## src/rtl/mul_seq_pkg.sv

```systemverilog
// Shared encodings for the iterative shift-add multiplier sequencer.
// Handshake level names mirror the divider's Div* constants.
package mul_seq_pkg;

    localparam int XLEN_DEF  = 32;
    localparam int CNT_W_DEF = 6;

    localparam logic [1:0] MulTypeMUL    = 2'b00;
    localparam logic [1:0] MulTypeMULH   = 2'b01;
    localparam logic [1:0] MulTypeMULHSU = 2'b10;
    localparam logic [1:0] MulTypeMULHU  = 2'b11;

    localparam logic MulResultReady    = 1'b1;
    localparam logic MulResultNotReady = 1'b0;
    localparam logic MulStart          = 1'b1;
    localparam logic MulStop           = 1'b0;

    typedef enum logic [1:0] {
        MulIdle = 2'b00,
        MulCalc = 2'b01,
        MulDone = 2'b10
    } mul_state_e;

endpackage

```

## src/rtl/mul_seq_if.sv

```systemverilog
// EX-stage <-> multiplier handshake bundle; master is the EX stage, slave is mul_seq.
interface mul_seq_if #(
    parameter int XLEN = 32
);
    logic                  start_i;
    logic                  annul_i;
    logic [1:0]            mul_type_i;
    logic [XLEN-1:0]       opdata1_i;
    logic [XLEN-1:0]       opdata2_i;
    logic [2*XLEN-1:0]     result_o;
    logic                  ready_o;
    logic                  busy_o;

    modport master (
        output start_i, annul_i, mul_type_i, opdata1_i, opdata2_i,
        input  result_o, ready_o, busy_o
    );

    modport slave (
        input  start_i, annul_i, mul_type_i, opdata1_i, opdata2_i,
        output result_o, ready_o, busy_o
    );
endinterface

```

## src/rtl/mul_seq.sv

```systemverilog
// Iterative 32x32 shift-add multiplier with sign handling and a 64-bit {hi,lo} product.
// Optional macro MUL_SEQ_EARLY_OUT_EN finishes CALC as soon as the remaining multiplier is zero.
module mul_seq
    import mul_seq_pkg::*;
#(
    parameter int XLEN  = XLEN_DEF,
    parameter int CNT_W = CNT_W_DEF
) (
    input logic       clk,
    input logic       rst,
    mul_seq_if.slave  bus
);

    mul_state_e          state_r, state_s;
    logic [2*XLEN-1:0]   mcand_r, mcand_s;
    logic [XLEN-1:0]     mplier_r, mplier_s;
    logic [2*XLEN-1:0]   acc_r, acc_s;
    logic [CNT_W-1:0]    cnt_r, cnt_s;
    logic                neg_r, neg_s;
    logic [2*XLEN-1:0]   result_r, result_s;
    logic                ready_r, ready_s;
    logic                busy_r, busy_s;

    logic                op1_neg_s, op2_neg_s;
    logic [XLEN-1:0]     mag1_s, mag2_s;
    logic [XLEN-1:0]     mplier_shr_s;

    // Two's-complement magnitude; the most negative value maps to itself read as unsigned.
    function automatic logic [XLEN-1:0] magnitude(input logic [XLEN-1:0] v, input logic neg);
        logic [XLEN-1:0] m;
        if (neg) begin
            m = (~v) + {{(XLEN-1){1'b0}}, 1'b1};
        end else begin
            m = v;
        end
        return m;
    endfunction

    // Operand sign interpretation and magnitudes, used only on the IDLE start edge.
    always_comb begin
        op1_neg_s    = (bus.mul_type_i != MulTypeMULHU) && bus.opdata1_i[XLEN-1];
        op2_neg_s    = ((bus.mul_type_i == MulTypeMUL) || (bus.mul_type_i == MulTypeMULH))
                       && bus.opdata2_i[XLEN-1];
        mag1_s       = magnitude(bus.opdata1_i, op1_neg_s);
        mag2_s       = magnitude(bus.opdata2_i, op2_neg_s);
        mplier_shr_s = mplier_r >> 1;
    end

    // Next-state, datapath and output-register next values.
    always_comb begin
        state_s  = state_r;
        mcand_s  = mcand_r;
        mplier_s = mplier_r;
        acc_s    = acc_r;
        cnt_s    = cnt_r;
        neg_s    = neg_r;
        result_s = result_r;
        ready_s  = ready_r;
        case (state_r)
            MulIdle: begin
                result_s = {(2*XLEN){1'b0}};
                ready_s  = MulResultNotReady;
                if ((bus.start_i == MulStart) && !bus.annul_i) begin
                    acc_s = {(2*XLEN){1'b0}};
                    cnt_s = {CNT_W{1'b0}};
                    if ((bus.opdata1_i == {XLEN{1'b0}}) || (bus.opdata2_i == {XLEN{1'b0}})) begin
                        neg_s   = 1'b0;
                        state_s = MulDone;
                    end else begin
                        neg_s    = op1_neg_s ^ op2_neg_s;
                        mcand_s  = {{XLEN{1'b0}}, mag1_s};
                        mplier_s = mag2_s;
                        state_s  = MulCalc;
                    end
                end else begin
                    state_s = MulIdle;
                end
            end
            MulCalc: begin
                result_s = {(2*XLEN){1'b0}};
                ready_s  = MulResultNotReady;
                if (bus.annul_i) begin
                    state_s = MulIdle;
                end else begin
                    if (mplier_r[0]) begin
                        acc_s = acc_r + mcand_r;
                    end else begin
                        acc_s = acc_r;
                    end
                    mcand_s  = mcand_r << 1;
                    mplier_s = mplier_shr_s;
                    cnt_s    = cnt_r + CNT_W'(1);
                    if (cnt_r == CNT_W'(XLEN - 1)) begin
                        state_s = MulDone;
`ifdef MUL_SEQ_EARLY_OUT_EN
                    end else if (mplier_shr_s == {XLEN{1'b0}}) begin
                        state_s = MulDone;
`endif
                    end else begin
                        state_s = MulCalc;
                    end
                end
            end
            MulDone: begin
                if (bus.annul_i || (bus.start_i == MulStop)) begin
                    state_s  = MulIdle;
                    result_s = {(2*XLEN){1'b0}};
                    ready_s  = MulResultNotReady;
                end else begin
                    state_s  = MulDone;
                    result_s = neg_r ? ((~acc_r) + {{(2*XLEN-1){1'b0}}, 1'b1}) : acc_r;
                    ready_s  = MulResultReady;
                end
            end
            default: begin
                state_s  = MulIdle;
                result_s = {(2*XLEN){1'b0}};
                ready_s  = MulResultNotReady;
            end
        endcase
        busy_s = (state_s != MulIdle);
    end

    // State, datapath and registered outputs.
    always_ff @(posedge clk or negedge rst) begin
        if (!rst) begin
            state_r  <= MulIdle;
            mcand_r  <= {(2*XLEN){1'b0}};
            mplier_r <= {XLEN{1'b0}};
            acc_r    <= {(2*XLEN){1'b0}};
            cnt_r    <= {CNT_W{1'b0}};
            neg_r    <= 1'b0;
            result_r <= {(2*XLEN){1'b0}};
            ready_r  <= 1'b0;
            busy_r   <= 1'b0;
        end else begin
            state_r  <= state_s;
            mcand_r  <= mcand_s;
            mplier_r <= mplier_s;
            acc_r    <= acc_s;
            cnt_r    <= cnt_s;
            neg_r    <= neg_s;
            result_r <= result_s;
            ready_r  <= ready_s;
            busy_r   <= busy_s;
        end
    end

    assign bus.result_o = result_r;
    assign bus.ready_o  = ready_r;
    assign bus.busy_o   = busy_r;

endmodule

```

## src/flat_wrapper.sv

```systemverilog
// flat-port wrapper written by rule: the top's interface ports become plain ports
module mul_seq_flat import mul_seq_pkg::*;
#(
    parameter int XLEN  = XLEN_DEF,
    parameter int CNT_W = CNT_W_DEF
)
  (clk, rst, bus_start_i, bus_annul_i, bus_mul_type_i, bus_opdata1_i, bus_opdata2_i, bus_result_o, bus_ready_o, bus_busy_o);
  mul_seq_if #(.XLEN(XLEN)) bus_i ();
  input logic clk;
  input logic rst;
  input wire logic [$bits(bus_i.start_i)-1:0] bus_start_i;
  input wire logic [$bits(bus_i.annul_i)-1:0] bus_annul_i;
  input wire logic [$bits(bus_i.mul_type_i)-1:0] bus_mul_type_i;
  input wire logic [$bits(bus_i.opdata1_i)-1:0] bus_opdata1_i;
  input wire logic [$bits(bus_i.opdata2_i)-1:0] bus_opdata2_i;
  output wire logic [$bits(bus_i.result_o)-1:0] bus_result_o;
  output wire logic [$bits(bus_i.ready_o)-1:0] bus_ready_o;
  output wire logic [$bits(bus_i.busy_o)-1:0] bus_busy_o;
  assign bus_i.start_i = bus_start_i;
  assign bus_i.annul_i = bus_annul_i;
  assign bus_i.mul_type_i = bus_mul_type_i;
  assign bus_i.opdata1_i = bus_opdata1_i;
  assign bus_i.opdata2_i = bus_opdata2_i;
  assign bus_result_o = bus_i.result_o;
  assign bus_ready_o = bus_i.ready_o;
  assign bus_busy_o = bus_i.busy_o;
  mul_seq #(.XLEN(XLEN), .CNT_W(CNT_W)) u_core (.clk(clk), .rst(rst), .bus(bus_i));
endmodule
```

## config.mk

```make
export PLATFORM = sky130hd
export DESIGN_NAME = mul_seq_flat
export DESIGN_NICKNAME = d
export VERILOG_FILES = /design/src/rtl/mul_seq_pkg.sv /design/src/rtl/mul_seq_if.sv /design/src/rtl/mul_seq.sv /design/src/flat_wrapper.sv
export SDC_FILE = /design/constraint.sdc
export NUM_CORES = 1
export LEC_CHECK = 0
export CAP_MARGIN = 20
export CORE_MARGIN = 4
export CORE_UTILIZATION = 53
export CTS_CLUSTER_DIAMETER = 100
export DETAILED_ROUTE_END_ITERATION = 10
export PLACE_DENSITY_LB_ADDON = 0.25
export SLEW_MARGIN = 20
export SYNTH_ARGS = -nofsm -noshare
export SYNTH_HDL_FRONTEND = slang
export SYNTH_SLANG_ARGS = --single-unit
export TNS_END_PERCENT = 20
```

## constraint.sdc

```tcl
create_clock -name clk -period 3.1 [get_ports clk]
set_clock_uncertainty 0.05 [all_clocks]
set_input_delay 0.31 -clock clk [delete_from_list [all_inputs] [get_ports clk]]
set_output_delay 0.31 -clock clk [all_outputs]
set_load 0.05 [all_outputs]
```

==> impl_metrics.csv, run 1 <==
group,metric,value,unit
placed_design,portBuffers,135,
clocking,cts_max_level,1,
hold_path,min_path_type,"in -> async",
worst_setup_path,start_kind,"flip-flop",
logic_synthesis,ys.warnings.count,0,
logic_synthesis,ys_seq_elements,235,
timing,period_share,112,%
finish,nFillCells,2016,
route,drtIter0Drc,1116,
pwr,total_power,0.0134,W
finish,multi_input_area,9550,um^2
clocking,cts_root_buffer,"clkbuf_16",
timing,hold_violations,0,
logic_synthesis,synthesis.nets,2008,
logic_synthesis,synth_top_area_share,38.4,%
global_route,grt_antenna_before_repair,1,
logic_synthesis,yosys-top-cells-area,"dfrtp_1 (38%), o21ai_0 (7.3%), nand2_1 (6.8%)",
logic_synthesis,synthDistinctLibCells,73,
timing,clock.fmax,288,MHz
finish,register_area,5890,um^2
worst_setup_path,required,3.48,ns
timing,layout_min_cycle_time,3.47,ns
timing,setup_viol,31,
global_route,grt_first_pass_wirelength,76.0,mm
global_route,grt_pass1_vias,15100,
run_status,violations,"negative setup slack",
worst_setup_path,slowest_stage,"or4_4",
route,firstDrtPassIters,6,
floorplan,rows,61,
global_route,grt_max_degree,84,
clocking,clk_pin_slew,0.06,ns
logic_synthesis,synthTopCellsByCount,"nand2_1 (279), dfrtp_1 (235), o21ai_0 (224)",
worst_setup_path,worst-path-max-fanout,6,
finish,n_antenna_cell,0,
floorplan,fp.dieW,178,um
job,maxCapViolCount,0,
global_route,track_usage,29.3,%
pwr,power_density,636,nW/um^2
logic_synthesis,synth_async_sr_flop_share,100,%
worst_setup_path,crit_chain,"or3_4 > nor4_4 > nand3_2 > or4_4 > or4_4 > or3_4 > nand2b_4 > o41ai_4 > xor2_1 > nor2_1",
timing,fin_hold_ws,0.290,ns
pwr,p_leak,9.55,nW
worst_setup_path,r2r_slack,-0.37,ns
floorplan,fp.dieH,178,um
route,vias,15700,
timing,rsz0062_at_grt,"yes",
logic_synthesis,synth_ff_type,"dfrtp_1",
finish,layout.nets,2424,
logic_synthesis,ys_seq_area_share,38.4,%
finish,area_growth,37.9,%
clocking,cts_tree,"done",
clocking,cts_made_buffers,26,
floorplan,dieArea,31600,um^2
logic_synthesis,synth_area,15300,um^2
timing,drv_slew,0,
global_route,overflow,0,
timing,worst_pin_slew,0.716,ns
route,drc,0,
clocking,cts_sinks,235,
route,post_drt_wl_per_cell,18.0,um
timing,worst_slack,-0.372,ns
logic_synthesis,avgSynthCellArea,8.18,um^2
floorplan,io_pins,136,
route,post_drt_via_cell_ratio,5.84,
worst_setup_path,slowest_delay,0.49,ns
logic_synthesis,yosysTopAreaCell,"dfrtp_1",
floorplan,initial_core_util,54.3,%
clocking,clockBufferDepth,3,
placed_design,hpwl,34.3,mm
route,drt_wl_total,48.2,mm
worst_setup_path,crit_arrival,3.85,ns
worst_setup_path,path_class,"reg -> reg",
floorplan,core,28200,um^2
finish,drive_gt1_share,22.8,%
run_status,outcome,"finished with violations",
timing,max_slew_margin,52.1,%
logic_synthesis,synth_edf_count,0,
placed_design,globalplace.congestion,0.938,
route,ant_nets,0,
logic_synthesis,synth.most_common_cell,"nand2_1",
clocking,clkLatencyLatePin,0.54,ns
pwr,worst_ir_drop_vdd,0.499,mV
logic_synthesis,synthCells,1870,
worst_setup_path,cp-end-kind,"flip-flop",
==> metal layers <==
metal | up-vias | global-route usage [%] | share of wire, %
li1 | 7454 | - | -
met1 | 7494 | 41.1 | 44
met2 | 602 | 47.4 | 46
met3 | 109 | 4.24 | 6.9
met4 | 2 | 8.51 | 2.6
met5 | - | 0 | 0.042
==> logic make-up after synthesis <==
logic type,count (synthesis),share of synthesized area (%)
and+or+nand+nor,674,20.1
xor gates and xnor gates,165,9.45
adders and majority gates,68,5.61
AOI/OAI and AO/OA,589,22.7
DFF,235,38.4
buffers and inverters,134,3.38
muxes,5,0.335
==> stage by stage <==
step                      worst slack (ns)  instances  cell area, um^2  utilization [%]  TNS, ns
final                               -0.372       2681            21100             74.9    -5.32
after global routing                -0.451       2681            21100             74.9   -23.62
after CTS                           -0.280       2658            20500             72.7    -2.63
after detailed placement            -0.466       2581            19200             68.0   -45.95
after global placement              -0.323       2581            19200             68.0   -34.10
after floorplan                     -0.199       1870            15300                -    -1.01
==> report_power, final <==
group	switching (W)	total [W]	internal (W)
sequential	0.000417	0.00388	0.00346
combinational	0.00324	0.00642	0.00318
clock	0.00127	0.00312	0.00184
total	0.00493	0.0134	0.00849
==> layout make-up <==
| type | count | share of cell area, % |
|---|---|---|
| multi-input cells | 1501 | 45.3 |
| flip-flops and latches | 235 | 27.9 |
| repair buffers | 491 | 19.9 |
| clock buffers | 35 | 3.53 |
| well taps | 378 | 2.24 |
| clock inverters | 10 | 0.569 |
| inverters | 31 | 0.552 |
==> what timing repair did <==
item                                    in CTS  in global routing
endpoints found under the setup margin      39                143
hold buffers                                 1                  0
gates resized for setup                     60                 92
pin swaps                                   22                 53
hold endpoints to repair                    65                  0
setup buffers                               31                 45
==> worst paths after layout <==
kind | startpoint | end | cells past startpoint
worst max register to register | u_core.acc_r[4] | u_core.bus.result_o[59] | 10
min in group clk | bus_opdata2_i[31] | u_core.mplier_r[31] | 3
worst max-delay path | u_core.acc_r[4] | u_core.bus.result_o[59] | 10
worst min register to register | u_core.mplier_r[13] | u_core.mplier_r[13] | 2
worst min-delay path | rst | u_core.bus.result_o[21] | 2
max in group asynchronous | rst | u_core.bus.result_o[53] | 3
==> cell usage in the layout (no fill, tap or decap), types with 12 or more instances in the layout <==
cell type	n
o21ai_0	202
nand4_1	22
o31ai_1	28
clkdlybuf4s50_1	134
a21o_1	29
nor3_1	21
nor2_1	193
o21ai_1	19
nand2_1	273
inv_1	29
nand2b_1	12
nand3_1	13
clkbuf_16	26
a21oi_1	162
a31oi_1	19
nor4_1	16
xnor2_1	50
or4_1	12
ha_1	55
buf_6	19
buf_4	328
xor2_1	115
dfrtp_1	230
o21ai_2	15
or3_1	27
==> worst max-delay path: cells and delay by family (launching register included) <==
kind / cells / cell delay (ns)
flops: 1 / 0.44
xor+xnor: 1 / 0.18
compound gates: 1 / 0.28
simple gates: 8 / 2.40
==> registers in the layout, summed over array words and instances, names as in the netlist <==
signal               count
u_core.mplier_r         32
u_core.bus.result_o     64
u_core.acc_r            64
u_core.bus.ready_o       1
u_core.neg_r             1
u_core.mcand_r          64
u_core.state_r           2
u_core.bus.busy_o        1
u_core.cnt_r             6
Power figures use the tool's default switching activity.
==> run 2: changes to the inputs <==
- CORE_MARGIN: 4 -> 2
==> run 2 against run 1 <==
  * The flow still finishes with violations (negative setup slack)
  * Critical path depth did not move
  * Hold slack improved by 0.013 ns
  * Sequential cell count did not move
  * Highest routed layer unchanged
  * Largest power group unchanged
  * Cell area fell by 0.70%
  * Global-route usage rose by 0.73 points
  * Largest cell class unchanged
  * Sequential power barely moved
==> impl_metrics.csv, run 2 (synthesis results as in run 1) <==
group,metric,value,unit
run_status,outcome,"finished with violations",
run_status,violations,"negative setup slack",
finish,register_area,5890,um^2
timing,worst_slack,-0.295,ns
worst_setup_path,start_kind,"flip-flop",
timing,max_slew_margin,48.2,%
pwr,p_leak,9.52,nW
floorplan,fp.dieH,174,um
global_route,overflow,0,
placed_design,globalplace.congestion,0.946,
placed_design,hpwl,33.8,mm
global_route,grt_pass1_vias,14900,
clocking,clk_pin_slew,0.06,ns
route,drt_wl_total,46.5,mm
global_route,track_usage,30.1,%
pwr,power.share.clock,24.6,%
floorplan,rows,62,
timing,hold_violations,0,
pwr,worst_ir_drop_vdd,0.436,mV
floorplan,fp.dieW,174,um
floorplan,io_pins,136,
finish,stdcell_count,2673,
timing,drv_slew,0,
worst_setup_path,path_class,"reg -> reg",
timing,period_share,110,%
clocking,cts_tree,"done",
route,drc,0,
finish,layout.nets,2406,
timing,worst_pin_slew,0.776,ns
clocking,cts_made_buffers,27,
pwr,combPwrFrac,45.5,%
clocking,cts_max_level,1,
route,post_drt_wl_per_cell,17.4,um
timing,setup_viol,20,
pwr,p_int,0.00825,W
pwr,p_seq_share,29.9,%
pwr,swShare,36.6,%
worst_setup_path,r2r-end,"u_core.bus.result_o[63]",
worst_setup_path,crit_arrival,3.76,ns
global_route,grt_max_degree,87,
finish,n_antenna_cell,0,
timing,layout_min_cycle_time,3.40,ns
global_route,grt_antenna_before_repair,1,
finish,final_common_cell,"buf_4",
clocking,clockBufferDepth,3,
worst_setup_path,worst-path-max-fanout,6,
clocking,clkLatencyLatePin,0.54,ns
floorplan,dieArea,30200,um^2
finish,final_util,73.4,%
route,firstDrtPassIters,5,
worst_setup_path,cp-end-kind,"flip-flop",
timing,fin_hold_ws,0.302,ns
finish,nFillCells,2159,
worst_setup_path,r2r_slack,-0.30,ns
finish,drive_gt1_share,22.5,%
route,drtIter0Drc,1174,
finish,multi_input_area,9600,um^2
clocking,cts_root_buffer,"clkbuf_16",
pwr,total_power,0.0130,W
route,ant_nets,0,
timing,clock.fmax,295,MHz
job,maxCapViolCount,0,
placed_design,dp.cells,2586,
floorplan,core,28500,um^2
pwr,power.net_switching,0.00476,W
worst_setup_path,ff2ff_path_depth,10,
pwr,power_density,621,nW/um^2
placed_design,portBuffers,135,
route,post_drt_via_cell_ratio,5.77,
worst_setup_path,required,3.47,ns
timing,fin_setup_tns,-3.23,ns
clocking,cts_sinks,235,
finish,most-common-layout-cells,"buf_4 (327), nand2_1 (274), dfrtp_1 (231), o21ai_0 (200), nor2_1 (192)",
hold_path,min_path_type,"in -> async",
finish,area_growth,36.9,%
timing,rsz0062_at_grt,"yes",
floorplan,initial_core_util,53.6,%
global_route,grt_first_pass_wirelength,74.8,mm
route,vias,15400,
worst_setup_path,r2r_start,"u_core.acc_r[8]",
==> run 2: worst max-delay path, cell delays in order (launching register included) <==
cell	delay (ns)
dfrtp_1	0.37
or3_4	0.40
nor4_4	0.30
nand3_2	0.14
or4_4	0.48
or4_4	0.45
or3_4	0.36
nand2b_4	0.22
o41ai_4	0.27
xor2_1	0.17
nor2_1	0.06
==> run 2: worst max-delay path by stage <==
stage                               start                       to  slack (ns)  cells after the start
after global placement    u_core.acc_r[0]         u_core.acc_r[54]       -0.49                     15
after CTS                 u_core.acc_r[6]  u_core.bus.result_o[59]       -0.30                     10
after floorplan           u_core.acc_r[6]  u_core.bus.result_o[57]       -0.20                     11
after detailed placement  u_core.acc_r[0]         u_core.acc_r[54]       -0.60                     15
final                     u_core.acc_r[8]  u_core.bus.result_o[63]       -0.30                     10
after global routing      u_core.acc_r[8]  u_core.bus.result_o[63]       -0.38                     10
==> run 2: final cells by class <==
| class | instances | area share (%) |
|---|---|---|
| clock inverter | 11 | 0.538 |
| multi-input combinational | 1501 | 45.8 |
| timing repair buffer | 472 | 19.0 |
| sequential | 235 | 28.1 |
| clock buffer | 39 | 3.73 |
| inverter | 31 | 0.555 |
| tap | 384 | 2.29 |
==> run 2: metal layers <==
metal,routed length [um],share of wire (%),track usage (%)
met3,3310,7.1,4.74
met1,20500,44,41.6
met4,1050,2.3,7.53
met5,13,0.028,0
met2,21700,47,49.6
==> run 2: timing repair <==
item                                    in CTS  in global routing
endpoints found under the hold margin       82                  0
buffers inserted                            28                 16
pin swaps                                   13                 46
hold buffers                                 1                  0
endpoints found under the setup margin      42                137
gates resized for setup                     54                 89
==> run 2: power by group through the flow <==
stage / clock network (W) / registers, W / logic, W
global placement: 0 / 0.00387 / 0.00499
CTS: 0.00325 / 0.00385 / 0.00544
finish: 0.00321 / 0.00389 / 0.00592
detailed placement: 0 / 0.00389 / 0.00515
floorplan: 0 / 0.00382 / 0.00278
global route: 0.00338 / 0.00392 / 0.00642
==> run 2: metrics by stage <==
stage | cell area (um^2) | setup WS, ns
2_1_floorplan | 15300 | -0.199
3_3_place_gp | 19100 | -0.489
3_5_place_dp | 19100 | -0.604
4_1_cts | 20500 | -0.298
5_1_grt | 20900 | -0.383
6_report | 20900 | -0.295
